--- src/rtl/c8_sched_pkg.sv ---
// Shared types and constants for the c8 count scheduler.
package c8_sched_pkg;

  localparam int C8_NREQ  = 2;
  localparam int C8_WIDTH = 8;

  typedef enum logic [1:0] {
    IDLE  = 2'd0,
    COUNT = 2'd1,
    DONE  = 2'd2
  } c8_sched_state_t;

endpackage

--- src/rtl/c8_rr_arb.sv ---
// Two-way round-robin arbiter: combinational grant while enabled,
// registered priority pointer that moves past the winner on each accept.
module c8_rr_arb
  import c8_sched_pkg::*;
(
  input  logic               clk,
  input  logic               rst,
  input  logic               en,
  input  logic [C8_NREQ-1:0] valid,
  output logic [C8_NREQ-1:0] grant,
  output logic               accept,
  output logic               grant_id
);

  logic ptr_reg;

  always_comb begin
    grant = '0;
    if (en) begin
      case (valid)
        2'b01:   grant = 2'b01;
        2'b10:   grant = 2'b10;
        2'b11:   grant = ptr_reg ? 2'b10 : 2'b01;
        default: grant = '0;
      endcase
    end
  end

  assign accept   = |(valid & grant);
  assign grant_id = grant[1];

  always_ff @(posedge clk) begin
    if (rst) begin
      ptr_reg <= 1'b0;
    end else if (accept) begin
      ptr_reg <= ~grant_id;
    end
  end

endmodule

--- src/rtl/c8_count_sched.sv ---
// Shares a loadable down-counter between two requesters and reports completion.
// Optional cancel support is compiled in with C8_SCHED_ABORT_EN.
module c8_count_sched
  import c8_sched_pkg::*;
#(
  parameter int WIDTH = C8_WIDTH
) (
  input  logic                       clk,
  input  logic                       rst,
  input  logic [C8_NREQ-1:0]         req_valid,
  input  logic [C8_NREQ*WIDTH-1:0]   req_data,
  output logic [C8_NREQ-1:0]         req_ready,
  output logic [WIDTH-1:0]           cnt_q,
  output logic                       busy,
  output logic                       done,
`ifdef C8_SCHED_ABORT_EN
  input  logic                       abort,
  output logic                       done_abort,
`endif
  output logic                       done_id
);

  c8_sched_state_t  state_reg, state_next;
  logic [WIDTH-1:0] cnt_reg, cnt_next;
  logic             done_id_reg, done_id_next;
  logic             done_reg, busy_reg;
  logic             accept, grant_id, abort_hit;
  logic [WIDTH-1:0] req_word [C8_NREQ];

  genvar gi;
  generate
    for (gi = 0; gi < C8_NREQ; gi++) begin : g_slice
      assign req_word[gi] = req_data[gi*WIDTH +: WIDTH];
    end
  endgenerate

  c8_rr_arb u_arb (
    .clk      (clk),
    .rst      (rst),
    .en       (state_reg == IDLE),
    .valid    (req_valid),
    .grant    (req_ready),
    .accept   (accept),
    .grant_id (grant_id)
  );

`ifdef C8_SCHED_ABORT_EN
  logic done_abort_reg;
  assign abort_hit  = abort && (state_reg == COUNT);
  assign done_abort = done_abort_reg;
`else
  assign abort_hit = 1'b0;
`endif

  always_comb begin
    state_next   = state_reg;
    cnt_next     = cnt_reg;
    done_id_next = done_id_reg;
    case (state_reg)
      IDLE: begin
        if (accept) begin
          cnt_next     = req_word[grant_id];
          done_id_next = grant_id;
          state_next   = (req_word[grant_id] != '0) ? COUNT : DONE;
        end
      end
      COUNT: begin
        // Abort freezes the counter, even on its final step.
        if (abort_hit) begin
          state_next = DONE;
        end else if (cnt_reg > WIDTH'(1)) begin
          cnt_next = cnt_reg - WIDTH'(1);
        end else begin
          cnt_next   = '0;
          state_next = DONE;
        end
      end
      DONE:    state_next = IDLE;
      default: state_next = IDLE;
    endcase
  end

  always_ff @(posedge clk) begin
    if (rst) begin
      state_reg   <= IDLE;
      cnt_reg     <= '0;
      done_id_reg <= 1'b0;
      done_reg    <= 1'b0;
      busy_reg    <= 1'b0;
    end else begin
      state_reg   <= state_next;
      cnt_reg     <= cnt_next;
      done_id_reg <= done_id_next;
      done_reg    <= (state_next == DONE);
      busy_reg    <= (state_next != IDLE);
    end
  end

`ifdef C8_SCHED_ABORT_EN
  always_ff @(posedge clk) begin
    if (rst) begin
      done_abort_reg <= 1'b0;
    end else begin
      done_abort_reg <= abort_hit;
    end
  end
`endif

  assign cnt_q   = cnt_reg;
  assign done    = done_reg;
  assign done_id = done_id_reg;
  assign busy    = busy_reg;

endmodule
--- config.mk ---
export PLATFORM = sky130hd
export DESIGN_NAME = c8_count_sched
export DESIGN_NICKNAME = d
export VERILOG_FILES = /design/src/rtl/c8_sched_pkg.sv /design/src/rtl/c8_rr_arb.sv /design/src/rtl/c8_count_sched.sv
export SDC_FILE = /design/constraint.sdc
export NUM_CORES = 1
export LEC_CHECK = 0
export BUFFER_PORTS_ARGS = -buffer_cell sky130_fd_sc_hd__buf_2
export CAP_MARGIN = 25
export CORE_AREA = 2 2 50 52
export DETAILED_ROUTE_END_ITERATION = 16
export DIE_AREA = 0 0 52 54
export HOLD_SLACK_MARGIN = 0.03
export PLACE_DENSITY = 0.77
export RECOVER_POWER = 50
export SETUP_SLACK_MARGIN = 0.15
export SLEW_MARGIN = 20
export SYNTH_ARGS = -nofsm -noshare
export SYNTH_HDL_FRONTEND = slang
export SYNTH_HIERARCHICAL = 1
export SYNTH_SLANG_ARGS = --single-unit
--- constraint.sdc ---
create_clock -name clk -period 1.66 [get_ports clk]
set_input_delay 0.083 -clock clk [delete_from_list [all_inputs] [get_ports clk]]
set_output_delay 0.083 -clock clk [all_outputs]
set_load 0.03 [all_outputs]
==> impl_metrics.csv <==
group,metric,value,unit
status,status,"completed",
global_routing,grt_pass1_vias,1062,
critical_path,r2r_slack,0.05,ns
floorplanning,die_area,0.002808,sq mm
finish,fin_nets,180,
yosys,synth.area.top_cells,"dfxtp_1, mux2i_1, a21oi_1",
drt,dr.pass1.iters,4,
finish,ff_latch_area,292.8,sq um
power_and_ir_drop,p_total,3.025,mW
yosys,synth_edf_count,0,
floorplanning,core_area,0.002320,sq mm
floorplanning,io-pin-count,33,
critical_path,crit_path_start_kind,"flip-flop",
critical_path,critPathArrivalTime,1.79,ns
yosys,synth.top_cell.area_share,29.63,%
finish,drive_gt1_share,43.31,%
timing,slew_headroom,76.21,%
clocking,numCtsBuffers,3,
place,place_area,0.001225,sq mm
place,gp_congestion,0.8875,
yosys,synth_area_leader_cell,"dfxtp_1",
yosys,yosys.cell_types.count,38,
yosys,synth_area,945.9,sq um
drt,num_vias,1060,
yosys,synth_fp_nets,133,
critical_path,worstPathRequired,1.84,ns
global_routing,grt_use_total,22.89,%
yosys,synth-seq-cells,14,
clocking,cts_buffer_depth,2,
yosys,synth_warnings,6,
power_and_ir_drop,vdd_drop_max,0.001463,V
power_and_ir_drop,leakage,0.5635,nW
global_routing,grt_use_met3,4.722,%
drt,viasPerCell,5.668,
floorplanning,initial_utilization,40.78,%
yosys,ys.flop_type,"dfxtp_1",
finish,largest_reg_flops,8,
floorplanning,rows,18,
drt,wl,2953,um
timing,fin_skew,0.002979,ns
finish,nFillCells,197,
clocking,cts_tree,"yes",
critical_path,cp_max_fo,5,
finish,final_common_cell,"buf_2",
clocking,cts_max_level,1,
clocking,cts-root-buf,"clkbuf_4",
finish,final_core_util,60.19,%
power_and_ir_drop,power_density,2167,mW/mm^2
timing,period_share,97.04,%
drt,drc_errors,0,
timing,setup_viol_count_final,0,
place,pre_cts_ws,0.04281,ns
clocking,cts_hold_buf,0,
drt,postRouteAntennaNets,0,
critical_path,end_kind,"flip-flop",
global_routing,use_met1,23.24,%
yosys,synth_cells,111,
global_routing,grt_max_degree,12,
global_routing,globalRouteMet2Util,45.15,%
place,hpwl,2017,um
global_routing,antenna_found_initial,0,
floorplanning,die_width,52,um
floorplanning,fp.dieH,54,um
clocking,clock_latency,0.29,ns
finish,stdcell_area,0.001396,sq mm
yosys,avgSynthCellArea,8.522,sq um
run,drv_cap,0,
min_path,hold_path.class,"in2reg",
drt,drt_iter0_markers,35,
place,port_buffers,32,
timing,finalCriticalPeriod,1.611,ns
finish,multi_input_area,711.9,sq um
timing,finalHoldViolCount,0,
timing,fmax,620.8,MHz
critical_path,critPathKind,"reg2reg",
global_routing,grt_pass1_wl,4678,um
finish,diodes,0,
global_routing,busiest_layer,"met2",
finish,area_growth,47.62,%
yosys,synth-async-reset-ratio,0,%
drt,wl_per_cell,15.79,um
timing,slew_viol_final,0,
timing,rsz0062_at_grt,"yes",
clocking,clkTransAtPathRegs,0.09,ns
yosys,ys_seq_area_share,29.63,%
timing,finalWorstSetupSlack,0.04911,ns
clocking,clock_sinks,14,
global_routing,grt_overflow,0,
timing,worst_pin_slew,0.3531,ns
finish,final_cell_mix,"buf_2, clkbuf_1, dfxtp_1, buf_4",
==> metrics by stage <==
step | TNS [ns] | hold WS [ns] | instances
2_1_floorplan | 0 | 0.1610 | 111
3_3_place_gp | 0 | 0.3337 | 176
3_5_place_dp | 0 | 0.3437 | 176
4_1_cts | 0 | 0.04674 | 186
5_1_grt | -0.1098 | 0.06737 | 187
6_report | 0 | 0.05062 | 187
==> kinds of logic after synthesis <==
| logic type | share of synthesized area (%) |
|---|---|
| mux | 13.10 |
| simple gates | 25.53 |
| buf+inv | 5.159 |
| fa+ha+maj | 2.645 |
| flops | 29.63 |
| compound gates | 23.94 |
==> power by group <==
group / leakage, nW / internal [mW] / total [mW] / switching, mW
Clock: 0.0210 / 0.134 / 0.255 / 0.121
Combinational: 0.425 / 0.889 / 2.08 / 1.19
Sequential: 0.118 / 0.497 / 0.688 / 0.191
Total: 0.563 / 1.52 / 3.03 / 1.51
==> path summary, 6_finish.rpt <==
| path | start | end | cells past startpoint |
|---|---|---|---|
| worst min register to register | done_id | done_id | 2 |
| worst max-delay path | state_reg[1] | cnt_q[1] | 9 |
| worst min-delay path | req_valid[1] | u_arb/ptr_reg | 2 |
| worst max register to register | state_reg[1] | cnt_q[1] | 9 |
==> layer usage <==
metal  vias to the layer above  routed length [um]
met5                         -                   0
met4                         0                 103
met3                        14                 146
met2                        42                1606
met1                       497                1097
li1                        507                   -
==> critical path, stage by stage, from the launching register on <==
cell	delay [ns]
dfxtp_2	0.34
nor2_4	0.12
nand2_2	0.08
a21oi_4	0.20
buf_6	0.15
buf_16	0.11
mux2i_1	0.19
o21ai_1	0.10
a21oi_1	0.17
a211oi_2	0.06
==> area by class of cell <==
cell class / instances / area share [%]
Clock buffer: 4 / 2.599
Timing Repair Buffer: 46 / 20.88
Inverter: 7 / 1.882
Sequential cell: 14 / 20.97
Tap cell: 30 / 2.688
Multi-Input combinational cell: 86 / 50.99
==> cell usage after synthesis, drive strengths merged, types with 2 or more instances <==
master and number:
buf 4, nor4 6, o21ai 4, nand3b 3, a31o 2, mux2i 9, nand2b 2, nor2 9
a211oi 2, nand2 9, nor2b 2, mux2 3, ha 2, nand3 4, a31oi 4, a21oi 9
a22oi 2, dfxtp 14, inv 7
==> timing repair <==
item,in CTS,in global routing
gates cloned,1,0
setup endpoints to repair,8,12
buffers inserted,5,1
pin swaps,5,3
resized for setup,7,10
No activity file was read; power rests on OpenSTA's default activity.
